[src/rtl/tfe_dispatch_pkg.sv]
// Shared types and constants for the feature-address dispatcher.
// Latency: n/a (declarations only).
// Backpressure: n/a.
package tfe_dispatch_pkg;

    // Default feature address width.
    localparam int ADDR_W_DEF = 12;

    // Dispatch FSM: IDLE looks for a buffered address and an idle engine,
    // OFFER holds a one-hot offer until the chosen engine accepts it.
    typedef enum logic {
        IDLE  = 1'b0,
        OFFER = 1'b1
    } disp_state_t;

    // Sticky error bit positions.
    localparam int ERR_OVF  = 0;   // return arrived while local buffer full
    localparam int ERR_SPUR = 1;   // eng_done from an engine holding no job

endpackage

[src/rtl/tfe_fea_buf.sv]
// Local address buffer: synchronous FIFO, DEPTH x W, with occupancy count.
// Latency: write visible at the head one cycle later; rd_dat is the current head.
// Backpressure: writes while full and reads while empty are ignored.
//   ports: clk_ext/rst_n, wr_vld/wr_dat (push), rd_rdy (pop head),
//          rd_dat (head), count, full, empty
module tfe_fea_buf #(
    parameter  int DEPTH = 4,
    parameter  int W     = 12,
    localparam int CNT_W = $clog2(DEPTH + 1),
    localparam int PTR_W = (DEPTH > 1) ? $clog2(DEPTH) : 1
) (
    input  logic             clk_ext,
    input  logic             rst_n,
    input  logic             wr_vld,
    input  logic [W-1:0]     wr_dat,
    input  logic             rd_rdy,
    output logic [W-1:0]     rd_dat,
    output logic [CNT_W-1:0] count,
    output logic             full,
    output logic             empty
);

    logic [W-1:0]     mem [DEPTH];
    logic [PTR_W-1:0] wr_ptr;
    logic [PTR_W-1:0] rd_ptr;
    logic             do_wr;
    logic             do_rd;

    assign full   = (count == CNT_W'(DEPTH));
    assign empty  = (count == '0);
    assign do_wr  = wr_vld & ~full;
    assign do_rd  = rd_rdy & ~empty;
    assign rd_dat = mem[rd_ptr];

    // Storage needs no reset: nothing reads it while count is zero.
    always_ff @(posedge clk_ext) begin
        if (do_wr) begin
            mem[wr_ptr] <= wr_dat;
        end
    end

    always_ff @(posedge clk_ext or negedge rst_n) begin
        if (!rst_n) begin
            wr_ptr <= '0;
            rd_ptr <= '0;
            count  <= '0;
        end else begin
            if (do_wr) begin
                wr_ptr <= (wr_ptr == PTR_W'(DEPTH - 1)) ? '0 : wr_ptr + PTR_W'(1);
            end
            if (do_rd) begin
                rd_ptr <= (rd_ptr == PTR_W'(DEPTH - 1)) ? '0 : rd_ptr + PTR_W'(1);
            end
            case ({do_wr, do_rd})
                2'b10:   count <= count + CNT_W'(1);
                2'b01:   count <= count - CNT_W'(1);
                default: count <= count;
            endcase
        end
    end

endmodule

[src/rtl/tfe_fea_dispatcher.sv]
// Pops feature addresses from the upstream FIFO, offers each to one idle engine
// (round robin), and returns the address as free once that engine reports done.
// Latency: offer one cycle after buffer write; free pulse one cycle after done.
// Backpressure: pops are credit-limited by buffer room; offers hold until eng_ready.
//   ports: clk_ext/rst_n; en, fifo_empty, rd_fifo, fea_addr(_v) to the upstream FIFO;
//          eng_valid/eng_addr/eng_ready/eng_done to engines; free_addr(_v) to tracker;
//          status busy_vec, buf_count, err[1:0] (sticky)
module tfe_fea_dispatcher
    import tfe_dispatch_pkg::*;
#(
    parameter  int N_ENG     = 4,
    parameter  int ADDR_W    = ADDR_W_DEF,
    parameter  int BUF_DEPTH = 4,
    parameter  int READ_LAT  = 2,
    localparam int CNT_W     = $clog2(BUF_DEPTH + 1)
) (
    input  logic              clk_ext,
    input  logic              rst_n,
    input  logic              en,
    input  logic              fifo_empty,
    output logic              rd_fifo,
    input  logic [ADDR_W-1:0] fea_addr,
    input  logic              fea_addr_v,
    output logic [N_ENG-1:0]  eng_valid,
    output logic [ADDR_W-1:0] eng_addr,
    input  logic [N_ENG-1:0]  eng_ready,
    input  logic [N_ENG-1:0]  eng_done,
    output logic [ADDR_W-1:0] free_addr,
    output logic              free_addr_v,
    output logic [N_ENG-1:0]  busy_vec,
    output logic [CNT_W-1:0]  buf_count,
    output logic [1:0]        err
);

    localparam int IF_W = $clog2(READ_LAT + 1);
    localparam int RR_W = $clog2(N_ENG);

    disp_state_t       state;
    logic [RR_W-1:0]   rr;
    logic [RR_W-1:0]   g_q;
    logic [IF_W-1:0]   inflight;
    logic [N_ENG-1:0]  pend;
    logic [ADDR_W-1:0] slot [N_ENG];

    logic              ret_acc;
    logic              buf_full;
    logic              buf_empty;
    logic [ADDR_W-1:0] buf_head;
    logic              acc_hs;
    logic              pick_vld;
    logic [RR_W-1:0]   pick_idx;
    logic              free_vld;
    logic [RR_W-1:0]   free_idx;
    logic [N_ENG-1:0]  set_mask;
    logic [N_ENG-1:0]  clr_mask;

    // A return is only taken while a pop is outstanding. Returns for pops
    // issued before a reset find inflight at zero and are discarded.
    assign ret_acc = fea_addr_v & (inflight != '0);

    // Credit check counts in-flight pops so returns can never overflow the
    // buffer. Gated by reset so the strobe is low while held in reset.
    always_comb begin
        rd_fifo = rst_n & en & ~fifo_empty
                & ((int'(buf_count) + int'(inflight)) < BUF_DEPTH);
    end

    assign acc_hs = (state == OFFER) & eng_ready[g_q];

    tfe_fea_buf #(
        .DEPTH (BUF_DEPTH),
        .W     (ADDR_W)
    ) u_buf (
        .clk_ext (clk_ext),
        .rst_n   (rst_n),
        .wr_vld  (ret_acc),
        .wr_dat  (fea_addr),
        .rd_rdy  (acc_hs),
        .rd_dat  (buf_head),
        .count   (buf_count),
        .full    (buf_full),
        .empty   (buf_empty)
    );

    // Round-robin pick: first idle engine after the last one served.
    always_comb begin
        int c;
        c        = 0;
        pick_vld = 1'b0;
        pick_idx = '0;
        for (int k = 1; k <= N_ENG; k++) begin
            c = int'(rr) + k;
            if (c >= N_ENG) begin
                c = c - N_ENG;
            end
            if (!pick_vld && !busy_vec[RR_W'(c)]) begin
                pick_vld = 1'b1;
                pick_idx = RR_W'(c);
            end
        end
    end

    // Free priority: lowest pending engine index wins.
    always_comb begin
        free_vld = 1'b0;
        free_idx = '0;
        for (int i = N_ENG - 1; i >= 0; i--) begin
            if (pend[i]) begin
                free_vld = 1'b1;
                free_idx = RR_W'(i);
            end
        end
    end

    assign set_mask = acc_hs   ? (N_ENG'(1) << g_q)      : '0;
    assign clr_mask = free_vld ? (N_ENG'(1) << free_idx) : '0;

    // Dispatch FSM
    always_ff @(posedge clk_ext or negedge rst_n) begin
        if (!rst_n) begin
            state     <= IDLE;
            rr        <= RR_W'(N_ENG - 1);
            g_q       <= '0;
            eng_valid <= '0;
            eng_addr  <= '0;
        end else begin
            case (state)
                IDLE: begin
                    if (!buf_empty && pick_vld) begin
                        eng_valid <= N_ENG'(1) << pick_idx;
                        eng_addr  <= buf_head;
                        g_q       <= pick_idx;
                        state     <= OFFER;
                    end
                end
                OFFER: begin
                    if (eng_ready[g_q]) begin
                        eng_valid <= '0;
                        rr        <= g_q;
                        state     <= IDLE;
                    end
                end
                default: state <= IDLE;
            endcase
        end
    end

    // Job tracking and free emitter. Idle status is read from registered
    // busy, so a free and a new dispatch never touch the same engine at once.
    always_ff @(posedge clk_ext or negedge rst_n) begin
        if (!rst_n) begin
            busy_vec    <= '0;
            pend        <= '0;
            free_addr   <= '0;
            free_addr_v <= 1'b0;
            for (int i = 0; i < N_ENG; i++) begin
                slot[i] <= '0;
            end
        end else begin
            busy_vec    <= (busy_vec | set_mask) & ~clr_mask;
            pend        <= (pend | (eng_done & busy_vec)) & ~clr_mask;
            free_addr_v <= free_vld;
            if (free_vld) begin
                free_addr <= slot[free_idx];
            end
            if (acc_hs) begin
                slot[g_q] <= eng_addr;
            end
        end
    end

    // Credit counter and sticky errors
    always_ff @(posedge clk_ext or negedge rst_n) begin
        if (!rst_n) begin
            inflight <= '0;
            err      <= '0;
        end else begin
            if (rd_fifo && !ret_acc) begin
                inflight <= inflight + IF_W'(1);
            end else if (!rd_fifo && ret_acc) begin
                inflight <= inflight - IF_W'(1);
            end
            if (ret_acc && buf_full) begin
                err[ERR_OVF] <= 1'b1;
            end
            if ((eng_done & ~busy_vec) != '0) begin
                err[ERR_SPUR] <= 1'b1;
            end
        end
    end

endmodule

[config.mk]
export PLATFORM = sky130hd
export DESIGN_NAME = tfe_fea_dispatcher
export DESIGN_NICKNAME = d
export VERILOG_FILES = /design/src/rtl/tfe_dispatch_pkg.sv /design/src/rtl/tfe_fea_buf.sv /design/src/rtl/tfe_fea_dispatcher.sv
export SDC_FILE = /design/constraint.sdc
export NUM_CORES = 1
export LEC_CHECK = 0
export ABC_AREA = 1
export BUFFER_PORTS_ARGS = -buffer_cell sky130_fd_sc_hd__buf_2
export CAP_MARGIN = 20
export CORE_ASPECT_RATIO = 1.4
export CORE_MARGIN = 2
export CORE_UTILIZATION = 55
export CTS_CLUSTER_SIZE = 30
export DETAILED_ROUTE_END_ITERATION = 6
export PLACE_DENSITY = 0.75
export SLEW_MARGIN = 15
export SYNTH_ARGS = -nofsm -noshare
export SYNTH_HDL_FRONTEND = slang
export SYNTH_SLANG_ARGS = --single-unit
[constraint.sdc]
create_clock -name clk_ext -period 3.25 [get_ports clk_ext]
set_clock_uncertainty 0.15 [all_clocks]
set_input_delay 0.65 -clock clk_ext [delete_from_list [all_inputs] [get_ports clk_ext]]
set_output_delay 0.65 -clock clk_ext [all_outputs]
set_load 0.03 [all_outputs]
# Word-level counts from Yosys, hierarchy flattened
# Memories as Yosys holds them, arrays and structs flattened. A register that Yosys moved wholly into a read port is not among the register bits.
# Index checks and enable logic that the tools add are counted.
# word_totals
inputBits	25
word_cells	158
ramBits	48
output_inout_bits	39
regBits	89
n_memories	1
# memory_table
memory	depth	word_bits	rd	rd_ports_with_merged_regs	wr	line_no	text
u_buf.mem	4	12	1	1	1	tfe_fea_buf.sv:23	logic [W-1:0] mem [DEPTH];
# classes
muxes	55
n_addsub	15
n_reduce_logical	25
n_eq_ne	7
n_bitwise	21
magnitude_cmp	13
shift	3
# ops
operator	count
bitwise mux 48 bit	1
2-to-1 mux 12 bit	3
2-to-1 mux 2 bit	16
binary-select mux 12 bit (select 2 bit)	1
demux 12 bit (select 2 bit)	1
2-to-1 mux 1 bit	21
AND 4 bit	4
less-than comparator 2 x 4 -> 1 bit (second input constant)	4
2-to-1 mux 4 bit	4
greater-or-equal comparator 3 bit (second input constant)	5
left shift 1 x 2 -> 4 bit (first input constant)	3
binary-select mux 1 bit (select 2 bit)	5
subtractor 2 x 1 -> 2 bit (second input constant)	5
zero test 1 bit	9
logical AND 1 bit	8
inverter 4 bit	2
OR 4 bit	2
case mux 4 bit (2 select lines)	1
AND 1 bit	7
adder 2 x 1 -> 2 bit (second input constant)	3
adder 2 x 2 -> 3 bit (second input constant)	2
== test 2 bit (second input constant)	3
inverter 2 -> 3 bit	2
case mux 3 bit (2 select lines)	1
19 further kinds	26

# Logic depth before layout (Yosys ltp)
# Gate-level depths: netlist (run 1).
# logic_depth
depth_word	18
ltp_mapped	12
depth_no_buf	12

# Cells and area by module
# A second synthesis (run 1) with hierarchy kept.
# unflattened
hier_cells	695
area_unflattened_um2	6771.5
# modules_own_cells
mod	seq_area_each_um2	instances	area_each_um2	cells_each
tfe_fea_dispatcher	2354.8	1	4357.9	494
tfe_fea_buf	1616.6	1	2413.6	201

# Worst setup path before layout (run 1)
# Ideal clock, no wire load.
# synth_path
path_type	register to register
startpoint	register u_buf.count[1]
endpoint	register inflight[1]
setup_ns	0.124
arrival_ns	2.280
path_buffers	0
stages_incl_launch_ff	9
required_time_ns	2.976
slack_ns	0.696
cell_sequence	dfrtp_1 -> ha_1 -> nor3b_1 -> nand3_1 -> a31oi_1 -> ha_1 -> a21oi_1 -> o21ai_0 -> xnor2_1
# synth_between
elab_chain_cells	6
elab_cells_between_ends	8
classes_between	add/sub (1); order compare (1); mux (1); bitwise (1); reduce/logical (4)
# synth_rtl
item	line_no	text
start, declared	tfe_fea_buf.sv:18	output logic [CNT_W-1:0] count,
start signal, assigned	tfe_fea_buf.sv:55	2'b10: count <= count + CNT_W'(1);
start signal, assigned	tfe_fea_buf.sv:56	2'b01: count <= count - CNT_W'(1);
start signal, assigned	tfe_fea_buf.sv:57	default: count <= count;
adder 3 x 2 -> 4 bit *	tfe_fea_dispatcher.sv:65	& ((int'(buf_count) + int'(inflight)) < BUF_DEPTH);
less-than comparator 4 x 3 -> 1 bit *	tfe_fea_dispatcher.sv:65	
AND 1 bit *	tfe_fea_dispatcher.sv:65	
net rd_fifo	tfe_fea_dispatcher.sv:21	output logic rd_fifo,
zero test 1 bit	tfe_fea_dispatcher.sv:180	end else if (!rd_fifo && ret_acc) begin
logical AND 1 bit	tfe_fea_dispatcher.sv:180	
nonzero test 2 bit (no line)	--	
end signal, assigned	tfe_fea_dispatcher.sv:179	inflight <= inflight + IF_W'(1);
end signal, assigned	tfe_fea_dispatcher.sv:181	inflight <= inflight - IF_W'(1);
end, declared	tfe_fea_dispatcher.sv:41	logic [IF_W-1:0] inflight;
# The timed path passes the listed nets; every way through them passes the cells marked *.
# A chain may end at the register's enable or synchronous reset.

# Final worst setup path (run 1)
# layout_path
startpoint	register g_q[0]
endpoint	register u_buf.count[2]
# layout_between
elab_chain_cells	6
elab_cells_between_ends	8
classes_between	eq/ne (2); mux (3); bitwise (2); reduce/logical (1)
# layout_rtl
item	line_no	text
start, declared	tfe_fea_dispatcher.sv:40	logic [RR_W-1:0] g_q;
start signal, assigned	tfe_fea_dispatcher.sv:132	g_q <= pick_idx;
binary-select mux 1 bit (select 2 bit) *	tfe_fea_dispatcher.sv:68	assign acc_hs = (state == OFFER) & eng_ready[g_q];
2-to-1 mux 1 bit (not written as such) *	tfe_fea_dispatcher.sv:68	
AND 1 bit *	tfe_fea_dispatcher.sv:68	
AND 1 bit *	tfe_fea_buf.sv:32	assign do_rd = rd_rdy & ~empty;
net u_buf.do_rd	tfe_fea_buf.sv:27	logic do_rd;
== test 2 x 1 -> 1 bit or == test 2 bit (tied branches)	tfe_fea_buf.sv:54	case ({do_wr, do_rd})
case mux 3 bit (2 select lines) or nonzero test 2 bit (tied branches)	--	
# The timed path passes the listed nets; every way through them passes the cells marked *. The select of a mux whose other input is x is not followed.

==> results by group, run 1 <==
Worst setup path
  – CP delay by family, top: adder cells
  – CP bufs+invs: 2
  – Critical Path RT: between 3 and 4 ns
  – Worst-path cell chain: inv_4 -> a21oi_2 -> a22oi_2 -> nand2_4 -> nor2_1 -> ha_1 -> inv_1 -> fa_1 -> a21oi_1 -> o21ai_0 -> xor2_1
  – Worst path slowest cell: dfrtp_1
  – Critical Path Fanout Max: 15
  – Arr. time, crit path: roughly 2.8 ns
  – CP endpoint kind: flop
  – Startpoint Class: flop
  – Critical path class: reg -> reg
  – Crit-path max cell delay: 0.44 ns

CTS
  – Clock sinks: 149
  – Max Buffers Root-to-Sink: 2
  – Post_cts resized: 0
  – Clock-pin transition on the worst setup and hold timing paths: ~0.06 ns
  – H-Tree Level Count: 4
  – Post-CTS Setup Inserts: 0
  – CTS tree: done
  – Skew-Pair Late Insertion Delay: 0.41 ns
  – Cts hold-fix bufs: 0
  – Root Buffer: clkbuf_16
  – TritonCTS Buffers: 17

Synthesis
  – Synth Area in Compound Gates: 0.143
  – Synth Cell Area: 0.00654 mm2
  – Seq/Total Area, Yosys: 0.607
  – Area share of fa/ha/maj cells after synthesis: 0.0184
  – Avg Cell Area, Syn: 9.92 um2
  – Largest family of logic cells by synthesized area: simple AND/OR/NAND/NOR gates
  – FF+latch count, synth: 149
  – Simple-gate share of the synthesized area: 0.168
  – Yosys warning total: 0
  – Post-Syn Nets: between 600 and 700
  – Mapped Cells: 659
  – XOR/XNOR Fraction of Synth Area: 0.00536
  – Mux cell area share after synthesis: 0
  – Unique masters post-synth: 43

Pwr
  – P_int: 4.81 mW
  – Pleak: 3.38 nW
  – Tot Pwr: 8.55 mW
  – Net Switching: 3.73 mW
  – Pwr/cell area: 1140 mW/mm2
  – VDD IR-drop max: between 0.0005 and 0.0006 V
  – Sequential power share: 0.357
  – Sw Ratio: 0.437
  – Clock group share of total power: 0.214
  – Combinational share of power: 0.428

Finish
  – Layout area overhead: 14.8%
  – Ant. Diodes: 0
  – Final #Nets: 759
  – Reg area: 0.00397 mm2
  – Filler cell count: 916
  – Multi-input logic area: approximately 0.0022 mm2
  – Share of layout cells above drive strength 1: 0.196

Hold path
  – HP Class: in -> async

STA
  – Worst-margin pin slew: between 0.9 and 1 ns
  – RSZ-0062 raised after global routing: no
  – Tmin final: 2.68 ns
  – FMAX: 372 MHz
  – Final hold violations: 0
  – Setup-failing EPs final: 0
  – Setup tns final: 0 ns
  – Slew Limit Fails: 0
  – Fin crit share: 0.826
  – Max_slew headroom: 0.398

Floorplan
  – Die X: a little under 100 um
  – Row count: 47
  – DIE HEIGHT: 133 um
  – Initial core utilization: 0.559
  – Num ports: 64
  – Core area: between 0.01 and 0.015 mm2
  – Full die area: 0.0128 mm2

Routing
  – Final WL: approximately 13000 um
  – Antenna-violating nets left: 0
  – DR iter-0 viols: 300
  – WL per Instance: 15.1 um
  – DRT Pass-1 Iters: 5
  – Routed vias/inst: between 5 and 6
  – Vias: a little under 5000
  – # DRC: 0

Place
  – IO buf count: 63
  – Global placer's final weighted congestion: roughly 0.88
  – Post-DP HPWL: 8920 um

Global route
  – Grt ovf: 0
  – Largest net degree at the start of global routing: 75
  – Vias in the first global route: approximately 4800
  – First-pass GRT wire length: ~22000 um
  – Initial antenna violation count: 0
  – All-layer global routing usage: 0.228

Run status
  – Status: finished clean

Flow run
  – Max cap viols: 0
registers in the layout (all words and copies together) (netlist names):
| name | cells |
|---|---|
| eng_addr | 12 |
| u_buf.wr_ptr | 2 |
| slot | 48 |
| free_addr | 12 |
| busy_vec | 4 |
| eng_valid | 4 |
| rr | 2 |
| inflight | 2 |
| u_buf.mem | 48 |
| g_q | 2 |
| free_addr_v | 1 |
| err | 2 |
| u_buf.count | 3 |
| state | 1 |
| pend | 4 |
| u_buf.rd_ptr | 2 |
per-stage QoR:
| stage | cell area (um2) | util | hold slack [ns] | cells | setup WS [ns] |
|---|---|---|---|---|---|
| floorplan | 6540 | - | 0.204 | 659 | 0.696 |
| global placement | 6950 | 0.594 | 0.311 | 853 | 0.543 |
| detailed placement | 6950 | 0.594 | 0.310 | 853 | 0.491 |
| CTS | 7510 | 0.642 | 0.0963 | 885 | 0.564 |
| global route | 7510 | 0.642 | 0.109 | 885 | 0.413 |
| finish | 7510 | 0.642 | 0.0860 | 885 | 0.565 |
kinds of logic after synthesis:
kind of cell,count (synthesis)
DFF,149
AOI/OAI and AO/OA,161
adders and majority gates,9
xor gates and xnor gates,4
and+or+nand+nor,256
buffers and inverters,80
area by class of cell:
class | instances | area share
inverter | 54 | 0.0287
clock inverter | 14 | 0.0168
timing repair buffer | 73 | 0.0523
tap | 147 | 0.0245
sequential | 149 | 0.529
clock buffer | 18 | 0.0572
multi-input combinational | 430 | 0.292
layer usage:
metal | up-vias | part of all wire | track usage
met5 | - | 0 | 0
met2 | 118 | 0.53 | 0.382
li1 | 2352 | - | -
met3 | 20 | 0.044 | 0.0564
met4 | 0 | 0.021 | 0.0802
met1 | 2339 | 0.41 | 0.283
synth_stat cells, drive strengths merged:
cell | number | share of area
a22oi | 2 | 0.0038
inv | 53 | 0.032
o22ai | 12 | 0.011
a41oi | 7 | 0.0094
clkinv | 1 | 0.0013
o21bai | 1 | 0.0011
nand2 | 146 | 0.087
nor3 | 3 | 0.0023
dfstp | 2 | 0.0080
nand4 | 4 | 0.0048
ha | 8 | 0.015
edfxtp | 48 | 0.22
nand3 | 21 | 0.021
a21oi | 14 | 0.011
a31oi | 6 | 0.0057
nor3b | 1 | 0.0011
clkbuf | 12 | 0.0069
a21boi | 1 | 0.0011
o21ai | 116 | 0.096
xnor2 | 3 | 0.0040
fa | 1 | 0.0031
xor2 | 1 | 0.0013
buf | 14 | 0.018
dfrtp | 99 | 0.38
o211ai | 1 | 0.0011
a221oi | 1 | 0.0013
nor2 | 81 | 0.052
worst paths after layout:
check | from | endpoint | slack [ns] | cells past startpoint
min in group clk_ext | fea_addr[10] | u_buf.mem[0][10] | 0.29 | 1
worst max-delay path | g_q[0] | u_buf.count[2] | 0.57 | 11
worst min register to register | eng_valid[0] | eng_valid[0] | 0.33 | 2
worst min-delay path | rst_n | eng_valid[3] | 0.09 | 2
max in group asynchronous | rst_n | slot[29] | 1.61 | 3
worst max register to register | g_q[0] | u_buf.count[2] | 0.57 | 11
power by group through the flow:
stage	combinational [mW]	sequential (mW)	clock (mW)
after floorplan	2.44	3.39	0
after global placement	3.52	3.05	0
after detailed placement	3.65	3.07	0
after CTS	3.69	3.05	1.85
after global routing	4.10	3.12	1.95
final	3.66	3.05	1.83
placed cells by master (no fill, tap or decap), drive strengths merged, types with 2 or more instances in the layout:
cell and count:
o21ai 116, clkbuf 18, nor2 81, ha 8, clkinv 6, clkinvlp 2, nand4 4, inv 59
o22ai 12, nand2 146, buf 73, xnor2 3, a31oi 6, edfxtp 48, nor3 3, nand3 21
a41oi 7, dfrtp 99, a21oi 14, dfstp 2, a22oi 2
Power figures use the tool's default switching activity.
==> run 2: changes to the inputs <==
--- a/config.mk
+++ b/config.mk
@@ -10,10 +10,10 @@
 export CAP_MARGIN = 20
 export CORE_ASPECT_RATIO = 1.4
 export CORE_MARGIN = 2
-export CORE_UTILIZATION = 55
+export CORE_UTILIZATION = 53
 export CTS_CLUSTER_SIZE = 30
 export DETAILED_ROUTE_END_ITERATION = 6
-export PLACE_DENSITY = 0.75
+export PLACE_DENSITY = 0.76
 export SLEW_MARGIN = 15
 export SYNTH_ARGS = -nofsm -noshare
 export SYNTH_HDL_FRONTEND = slang
==> constraint.sdc (replaced) <==
create_clock -name clk_ext -period 2.4 [get_ports clk_ext]
set_clock_uncertainty 0.15 [all_clocks]
set_input_delay 0.48 -clock clk_ext [delete_from_list [all_inputs] [get_ports clk_ext]]
set_output_delay 0.48 -clock clk_ext [all_outputs]
set_load 0.03 [all_outputs]
==> results by group, run 2 (same netlist as run 1, synthesis figures left out) <==
Finish
  – Design Area, Final: between 0.007 and 0.008 mm2
  – Fin cells: about 900
  – Final #Nets: 773
  – Most common cell after layout, fill and taps aside: nand2_1
  – Share of layout cells above drive strength 1: 0.223
  – Final core utilization: 0.636
  – Largest registers: slot: 48 flops, u_buf.mem: 48 flops
  – Layout area overhead: 18.5%
  – Most frequent cells in the layout: nand2_1, dfrtp_1, nor2_1

Global route
  – First-pass GRT wire length: approximately 24000 um
  – Largest net degree at the start of global routing: 102
  – Initial antenna violation count: 1
  – Vias in the first global route: 5032
  – All-layer global routing usage: 0.228
  – Grt ovf: 0

Routing
  – DR iter-0 viols: 342
  – DRT Pass-1 Iters: 6
  – # DRC: 0
  – Final WL: between 10000 and 15000 um
  – Vias: slightly below 5000
  – Routed vias/inst: roughly 5.5
  – WL per Instance: about 16 um
  – Antenna-violating nets left: 0

STA
  – Final hold violations: 0
  – Min Hold Slack: 0.127 ns
  – Setup-failing EPs final: 0
  – RSZ-0062 raised after global routing: yes
  – Setup tns final: 0 ns
  – Max_slew headroom: 0.468
  – Fin crit share: 0.999
  – Slew Limit Fails: 0
  – FMAX: 417 MHz
  – Setup ws final: 0.00162 ns
  – Worst-margin pin slew: 0.797 ns
  – Tmin final: 2.40 ns

Worst setup path
  – Worst path slowest cell: dlygate4sd3_1
  – Critical path class: in -> out
  – R2r endpoint: u_buf.count[2]
  – Worst-path cell chain: dlygate4sd3_1 -> buf_4 -> nor3b_2 -> nand3_1 -> a31oi_4 -> buf_6
  – Crit-path max cell delay: 0.53 ns
  – Critical Path RT: 1.77 ns
  – CP bufs+invs: 3
  – Arr. time, crit path: 1.77 ns
  – R2R depth: 11
  – R2R setup slack: 0.13 ns
  – FF-to-FF Start: g_q[1]
  – CP endpoint kind: output port
  – CP delay by family, top: buffers and inverters
  – Critical Path Fanout Max: 2
  – Startpoint Class: input port

Floorplan
  – Row count: 48
  – DIE HEIGHT: between 100 and 150 um
  – Core area: roughly 0.012 mm2
  – Initial core utilization: 0.536
  – Full die area: around 0.013 mm2
  – Die X: 97.9 um
  – Num ports: 64

CTS
  – Max Buffers Root-to-Sink: 2
  – Clock-pin transition on the worst setup and hold timing paths: ~0.060 ns
  – TritonCTS Buffers: 17
  – Root Buffer: clkbuf_16
  – CTS tree: done
  – Clock sinks: 149
  – Skew-Pair Late Insertion Delay: 0.42 ns
  – H-Tree Level Count: 4

Run status
  – Status: finished clean

Flow run
  – Max cap viols: 0

Pwr
  – Tot Pwr: 12.2 mW
  – VDD IR-drop max: 0.000571 V
  – Pwr/cell area: around 1600 mW/mm2
  – Pleak: 3.48 nW

Hold path
  – Min-Delay Endpoint: u_buf.mem[1][11]
  – HP Class: in -> reg
  – Hold Crit Start: fea_addr[11]
  – Worst hold path depth: 1

Place
  – IO buf count: 63
  – Post-DP HPWL: between 9000 and 10000 um
  – Setup WS pre-CTS: -0.0622 ns
  – Global placer's final weighted congestion: 0.850
  – Placed standard-cell area: 0.00705 mm2
  – Placed Cells: 866
==> run 2: cell count changes in the layout (fill, tap and decap cells not counted), moves of 2 or more <==
cell      change
inv_4         -2
clkinv_4      +2
buf_4        +11
buf_6         +2
==> run 2: area by class of cell <==
cell class              instances  area (um2)
inverters                      54         215
clock inverters                13         145
fillers                       919        4440
multi-input cells             430        2240
repair buffers                 87         523
diodes                          1        2.50
clock buffers                  19         464
well taps                     150         188
flip-flops and latches        149        3970
==> run 2: how the worst max path moves through the flow <==
stage / startpoint / end / cells after the start
floorplan: g_q[0] / u_buf.count[2] / 11
global placement: eng_ready[1] / u_buf.count[2] / 11
detailed placement: eng_ready[2] / u_buf.count[2] / 11
CTS: u_buf.count[1] / rd_fifo / 6
global route: u_buf.count[1] / rd_fifo / 6
finish: rst_n / rd_fifo / 6
==> run 2: worst register-to-register path, delay by kind of cell (launching register included) <==
| family | cells | cell delay [ns] |
|---|---|---|
| adders and majority gates | 2 | 0.51 |
| xor gates and xnor gates | 1 | 0.16 |
| AOI/OAI and AO/OA | 3 | 0.50 |
| buffers and inverters | 2 | 0.14 |
| DFF | 1 | 0.45 |
| and+or+nand+nor | 3 | 0.23 |
==> run 2: power by group <==
part,switching [mW],internal [mW],total [mW]
clock network,1.05,1.63,2.68
registers,0.590,3.57,4.16
logic,3.59,1.72,5.31
total,5.23,6.92,12.2
==> run 2: layer usage <==
layer	track usage	wire, um
met3	0.0516	689
met4	0.103	343
met5	0	0
met1	0.270	5720
met2	0.398	7600
==> run 2: timing repair <==
action                                  CTS  global route
gates cloned                              0             0
hold endpoints to repair                  8             0
setup buffers                             1             2
endpoints found under the setup margin    2             3
hold buffers                              1             0
gates resized for setup                   3            11
pin swaps                                 1             3
